`config.mk`:
```
export PLATFORM = sky130hd
export DESIGN_NAME = ahb_master_sequencer
export DESIGN_NICKNAME = d
export VERILOG_FILES = /design/src/rtl/ahb_master_sequencer.sv
export SDC_FILE = /design/constraint.sdc
export NUM_CORES = 1
export LEC_CHECK = 0
export ABC_AREA = 1
export BUFFER_PORTS_ARGS = -buffer_cell sky130_fd_sc_hd__buf_2
export CAP_MARGIN = 20
export CELL_PAD_IN_SITES_DETAIL_PLACEMENT = 0
export CELL_PAD_IN_SITES_GLOBAL_PLACEMENT = 2
export CORE_AREA = 4 4 181 139
export DETAILED_ROUTE_END_ITERATION = 12
export DIE_AREA = 0 0 185 143
export GPL_TIMING_DRIVEN = 1
export PLACE_DENSITY_LB_ADDON = 0.2
export SLEW_MARGIN = 20
export SYNTH_ARGS = -nofsm -noshare
export SYNTH_HDL_FRONTEND = slang
export SYNTH_SLANG_ARGS = --single-unit
```
`constraint.sdc`:
```
create_clock -name i_hclk -period 2.4 [get_ports i_hclk]
set_input_delay 0.48 -clock i_hclk [delete_from_list [all_inputs] [get_ports i_hclk]]
set_output_delay 0.48 -clock i_hclk [all_outputs]
set_load 0.05 [all_outputs]
```
`src/rtl/ahb_master_sequencer.sv`:
```
// Command-driven AHB request sequencer: turns one (addr, len, dir) command into a
// SINGLE or INCR beat stream with BUSY insertion, 1 KB restarts and re-grant restarts.
module ahb_master_sequencer #(
  parameter int unsigned WDT = 32,
  parameter int unsigned LW  = 8
) (
  input  logic           i_hclk,
  input  logic           i_hreset,
  input  logic           i_hready,
  input  logic           i_hgrant,
  input  logic           i_cmd_valid,
  output logic           o_cmd_ready,
  input  logic [31:0]    i_cmd_addr,
  input  logic [LW-1:0]  i_cmd_len,
  input  logic           i_cmd_write,
  input  logic [1:0]     i_cmd_size,
  input  logic [3:0]     i_cmd_prot,
  input  logic           i_cmd_lock,
  input  logic [WDT-1:0] i_wr_data,
  input  logic           i_wr_valid,
  output logic           o_wr_ready,
  output logic           o_hwrite,
  output logic [WDT-1:0] o_hwdata,
  output logic [31:0]    o_haddr,
  output logic [1:0]     o_htrans,
  output logic [1:0]     o_hburst,
  output logic [1:0]     o_hsize,
  output logic [3:0]     o_hprot,
  output logic           o_hlock,
  output logic           o_hbusreq,
  output logic           o_busy,
  output logic           o_done
);

  localparam logic [1:0] HtIdle   = 2'd0;
  localparam logic [1:0] HtBusy   = 2'd1;
  localparam logic [1:0] HtNonseq = 2'd2;
  localparam logic [1:0] HtSeq    = 2'd3;
  localparam logic [1:0] HbSingle = 2'd0;
  localparam logic [1:0] HbIncr   = 2'd1;

  typedef enum logic [1:0] {StIdle, StReq, StXfer, StWait} state_e;

  state_e         state_q, state_d;
  logic [LW:0]    remaining_q, remaining_d;
  logic [31:0]    cmd_addr_q, cmd_addr_d;
  logic           cmd_incr_q, cmd_incr_d;
  logic           cmd_write_q, cmd_write_d;
  logic [1:0]     cmd_size_q, cmd_size_d;
  logic [3:0]     cmd_prot_q, cmd_prot_d;

  logic           hwrite_q, hwrite_d;
  logic [WDT-1:0] hwdata_q, hwdata_d;
  logic [31:0]    haddr_q, haddr_d;
  logic [1:0]     htrans_q, htrans_d;
  logic [1:0]     hburst_q, hburst_d;
  logic [1:0]     hsize_q, hsize_d;
  logic [3:0]     hprot_q, hprot_d;
  logic           hlock_q, hlock_d;
  logic           hbusreq_q, hbusreq_d;
  logic           busy_q, busy_d;
  logic           done_q, done_d;

  logic           adv;
  logic           cmd_ready;
  logic           wr_ready;
  logic [31:0]    next_addr;
  logic [1:0]     next_trans;
  logic [1:0]     resume_trans;
  logic           beat_live;

  assign adv       = i_hready && i_hgrant;
  assign beat_live = (htrans_q == HtNonseq) || (htrans_q == HtSeq);
  assign next_addr = haddr_q + (32'd1 << hsize_q);
  // Crossing a 1 KB page restarts the burst with NONSEQ.
  assign next_trans = (next_addr[31:10] != haddr_q[31:10]) ? HtNonseq : HtSeq;
  // In WAIT haddr_q already holds the next aligned address; it sits on a new
  // 1 KB page exactly when its low ten bits are zero.
  assign resume_trans = (haddr_q[9:0] == 10'd0) ? HtNonseq : HtSeq;

  always_comb begin
    state_d     = state_q;
    remaining_d = remaining_q;
    cmd_addr_d  = cmd_addr_q;
    cmd_incr_d  = cmd_incr_q;
    cmd_write_d = cmd_write_q;
    cmd_size_d  = cmd_size_q;
    cmd_prot_d  = cmd_prot_q;
    hwrite_d    = hwrite_q;
    hwdata_d    = hwdata_q;
    haddr_d     = haddr_q;
    htrans_d    = htrans_q;
    hburst_d    = hburst_q;
    hsize_d     = hsize_q;
    hprot_d     = hprot_q;
    hlock_d     = hlock_q;
    hbusreq_d   = hbusreq_q;
    busy_d      = busy_q;
    done_d      = 1'b0;
    wr_ready    = 1'b0;
    // A stalled bus (hready low) freezes everything, including acceptance.
    cmd_ready   = (state_q == StIdle) && i_hready;

    unique case (state_q)
      StIdle: begin
        if (i_cmd_valid && cmd_ready) begin
          cmd_addr_d  = i_cmd_addr;
          cmd_incr_d  = (i_cmd_len != '0);
          cmd_write_d = i_cmd_write;
          cmd_size_d  = i_cmd_size;
          cmd_prot_d  = i_cmd_prot;
          remaining_d = {1'b0, i_cmd_len} + (LW + 1)'(1);
          hbusreq_d   = 1'b1;
          hlock_d     = i_cmd_lock;
          busy_d      = 1'b1;
          state_d     = StReq;
        end
      end

      StReq: begin
        if (adv && (!cmd_write_q || i_wr_valid)) begin
          wr_ready = cmd_write_q;
          htrans_d = HtNonseq;
          haddr_d  = cmd_addr_q;
          hburst_d = cmd_incr_q ? HbIncr : HbSingle;
          hsize_d  = cmd_size_q;
          hprot_d  = cmd_prot_q;
          hwrite_d = cmd_write_q;
          if (cmd_write_q) begin
            hwdata_d = i_wr_data;
          end
          state_d = StXfer;
        end
      end

      StXfer: begin
        if (adv && beat_live) begin
          remaining_d = remaining_q - (LW + 1)'(1);
          if (remaining_q == (LW + 1)'(1)) begin
            htrans_d  = HtIdle;
            hbusreq_d = 1'b0;
            hlock_d   = 1'b0;
            done_d    = 1'b1;
            busy_d    = 1'b0;
            state_d   = StIdle;
          end else if (!hwrite_q) begin
            htrans_d = next_trans;
            haddr_d  = next_addr;
          end else if (i_wr_valid) begin
            wr_ready = 1'b1;
            hwdata_d = i_wr_data;
            htrans_d = next_trans;
            haddr_d  = next_addr;
          end else begin
            htrans_d = HtBusy;
            haddr_d  = next_addr;
            state_d  = StWait;
          end
        end else if (i_hready && !i_hgrant && (htrans_q == HtSeq)) begin
          // Lost the bus mid-burst: the beat must restart as NONSEQ on re-grant.
          htrans_d = HtNonseq;
        end
      end

      StWait: begin
        if (adv && i_wr_valid) begin
          wr_ready = 1'b1;
          hwdata_d = i_wr_data;
          htrans_d = resume_trans;
          state_d  = StXfer;
        end
      end

      default: state_d = StIdle;
    endcase
  end

  always_ff @(posedge i_hclk) begin
    if (i_hreset) begin
      state_q     <= StIdle;
      remaining_q <= '0;
      cmd_addr_q  <= '0;
      cmd_incr_q  <= 1'b0;
      cmd_write_q <= 1'b0;
      cmd_size_q  <= '0;
      cmd_prot_q  <= '0;
      hwrite_q    <= 1'b1;
      hwdata_q    <= '0;
      haddr_q     <= '0;
      htrans_q    <= HtIdle;
      hburst_q    <= HbSingle;
      hsize_q     <= '0;
      hprot_q     <= '0;
      hlock_q     <= 1'b0;
      hbusreq_q   <= 1'b0;
      busy_q      <= 1'b0;
      done_q      <= 1'b0;
    end else begin
      state_q     <= state_d;
      remaining_q <= remaining_d;
      cmd_addr_q  <= cmd_addr_d;
      cmd_incr_q  <= cmd_incr_d;
      cmd_write_q <= cmd_write_d;
      cmd_size_q  <= cmd_size_d;
      cmd_prot_q  <= cmd_prot_d;
      hwrite_q    <= hwrite_d;
      hwdata_q    <= hwdata_d;
      haddr_q     <= haddr_d;
      htrans_q    <= htrans_d;
      hburst_q    <= hburst_d;
      hsize_q     <= hsize_d;
      hprot_q     <= hprot_d;
      hlock_q     <= hlock_d;
      hbusreq_q   <= hbusreq_d;
      busy_q      <= busy_d;
      done_q      <= done_d;
    end
  end

  assign o_cmd_ready = cmd_ready;
  assign o_wr_ready  = wr_ready;
  assign o_hwrite    = hwrite_q;
  assign o_hwdata    = hwdata_q;
  assign o_haddr     = haddr_q;
  assign o_htrans    = htrans_q;
  assign o_hburst    = hburst_q;
  assign o_hsize     = hsize_q;
  assign o_hprot     = hprot_q;
  assign o_hlock     = hlock_q;
  assign o_hbusreq   = hbusreq_q;
  assign o_busy      = busy_q;
  assign o_done      = done_q;

endmodule

```
==> impl_metrics.json <==
{
  "first_iter_violations": 391,
  "path_class": "flip-flop to output port",
  "peakVddDrop_mv": 0.435,
  "async_flop_share": 0,
  "crit_path_end_kind": "output port",
  "areaGrowthSynthToFinish_pct": 28.9,
  "grt_first_pass_wirelength_um": 36100,
  "yosysTopAreaCell": "dfxtp_1",
  "cts-root-buf": "clkbuf_16",
  "wl_um": 23000,
  "grt_pass1_vias": 6524,
  "nNetsFinal": 1255,
  "mostFrequentLayoutCells": "nand2_1 (337), buf_2 (163), a21oi_1 (127)",
  "die_height_um": 143,
  "hold_buffers": 0,
  "setup_tns_ns": 0,
  "synth_area_um2": 6500,
  "clkLatencyLatePin_ns": 0.42,
  "run_status": "finished, final reports clean",
  "num_rows": 49,
  "numCtsBuffers": 17,
  "leakagePower_nw": 3.61,
  "wl_per_cell_um": 15.6,
  "n_antenna_cell": 0,
  "drtAntennaViolNets": 0,
  "synth-seq-area-share": 0.394,
  "grt_max_degree": 94,
  "io_pins": 167,
  "powerDensity_nw_per_um2": 827,
  "finalClockSkew_ns": 0.0128,
  "maxSlewHeadroom": 0.593,
  "gp_congestion": 0.849,
  "drc": 0,
  "cts_buffer_depth": 2,
  "yosys-top-cells-area": "dfxtp_1 (39%), nand2_1 (20%), a21oi_1 (9.8%)",
  "holdPathEnd": "o_hwdata[12]",
  "layout_min_cycle_time_ns": 2.23,
  "synth_edf_count": 0,
  "r2r_cells": 13,
  "timing.rr.end": "o_haddr[16]",
  "drive_gt1_frac": 0.219,
  "synthFlopType": "dfxtp_1",
  "hp-start": "i_wr_data[12]",
  "worstReg2RegStart": "o_hsize[1]",
  "place_area_um2": 7710,
  "fin_crit_sh": 0.930,
  "rrSetupSlack_ns": 0.24,
  "hold_depth": 3,
  "path_clk_slew_ns": 0.07,
  "synth_nets": 1087,
  "yosysTopAreaCellShare": 0.394,
  "final_area_um2": 8380,
  "critPathMaxFanout": 4,
  "die-area_um2": 26500,
  "rsz0062_at_grt": "false",
  "htree_levels": 4,
  "cts_tree": "done",
  "grt_use_total": 0.173,
  "drv_slew": 0,
  "worstPathArrival_ns": 1.75,
  "cts.sinks": 128,
  "drv_cap": 0,
  "antenna_found_initial": 1,
  "tightest_slew_ns": 0.606,
  "dp_hpwl_um": 16900,
  "via_per_inst": 4.59,
  "hp-class": "input pin to flip-flop",
  "drt_first_pass_iters": 5,
  "yosysUniqueCellTypes": 41,
  "core_area_um2": 23500,
  "post-route-util": 0.356,
  "via_count": 6791,
  "fmax_mhz": 448,
  "setup_violations": 0,
  "final_common_cell": "nand2_1",
  "ys_seq_elements": 128,
  "die_w_um": 185,
  "syn-instance-count": 992,
  "ys_warn_count": 0,
  "worstSetupStartpointType": "flip-flop",
  "start_util": 0.276,
  "numPortBuffers": 165,
  "critPathRequiredTime_ns": 1.92,
  "grt_remaining_overflow": 0,
  "syn_area_per_cell_um2": 6.55,
  "hold_violations": 0
}
==> state kept, by name (all words and copies together) (netlist names), 4 cells and up <==
name	cells
o_hprot	4
o_haddr	32
remaining_q	9
cmd_addr_q	32
o_hwdata	32
cmd_prot_q	4
==> layout make-up <==
class,instances,area [um^2]
Fill cell,2662,15200
Multi-Input combinational cell,728,3390
Sequential cell,128,2560
Timing Repair Buffer,194,1100
Clock buffer,18,439
Tap cell,306,383
Inverter,91,347
Clock inverter,14,156
==> worst max-delay path by stage <==
stage	from	to	slack (ns)
floorplan	o_hsize[0]	o_haddr[20]	0.01
global placement	o_hsize[1]	o_haddr[22]	0.08
detailed placement	o_hsize[1]	o_haddr[22]	0.03
CTS	state_q[0]	o_wr_ready	0.001
global route	o_hsize[1]	o_haddr[28]	0.02
finish	remaining_q[2]	o_wr_ready	0.17
==> Yosys cell counts (all sizes together) (2+ instances only) <==
cell / count
a21oi: 128
o21ai: 68
xor2: 3
nor4: 2
ha: 8
nand3b: 5
o211ai: 4
o22ai: 4
xnor2: 2
clkbuf: 22
buf: 23
nand3: 43
nand2: 343
nand4: 10
a31oi: 2
nor2: 92
dfxtp: 128
inv: 90
nor3: 7
==> cell families after synthesis <==
| family | Yosys count | synth area share |
|---|---|---|
| DFF | 128 | 0.394 |
| AOI/OAI and AO/OA | 210 | 0.169 |
| xor gates and xnor gates | 5 | 0.00674 |
| other | 1 | 0.000577 |
| and+or+nand+nor | 503 | 0.320 |
| adders and majority gates | 9 | 0.0185 |
| buffers and inverters | 136 | 0.0905 |
==> report_power, final <==
group / internal (W) / switching (W) / total [W]
Combinational: 0.000536 / 0.00123 / 0.00177
Sequential: 0.00231 / 0.000190 / 0.00250
Clock: 0.00157 / 0.00109 / 0.00266
==> routing by layer <==
metal / vias to the layer above / share of wire / global-route usage
met5: - / 0.00030 / 0
met4: 2 / 0.0040 / 0.0293
met3: 9 / 0.063 / 0.0458
met2: 169 / 0.43 / 0.255
met1: 3088 / 0.50 / 0.258
li1: 3523 / - / -
==> through the flow <==
step / hold slack (ns) / cells / power (W) / setup WS (ns)
detailed placement: 0.449 / 1444 / 0.00431 / 0.0348
floorplan: 0.413 / 992 / 0.00374 / 0.0104
finish: 0.300 / 1479 / 0.00693 / 0.167
global route: 0.282 / 1479 / 0.00735 / 0.0207
global placement: 0.444 / 1444 / 0.00432 / 0.0756
CTS: 0.282 / 1477 / 0.00702 / 0.00137
==> what timing repair did <==
item                       4_1_cts  5_1_grt
gates cloned                     0        0
setup endpoints to repair        1       12
pin swaps                        1        2
setup buffers                    1        2
gates resized for setup          0       16
==> worst max-delay path, stage by stage (launching register included) <==
cell	delay, ns
dfxtp_1	0.35
nor2_2	0.20
nand3_2	0.13
o21ai_4	0.18
nor3_2	0.07
nor2_4	0.17
inv_4	0.04
buf_4	0.18
(Power assumes the default switching activity.)
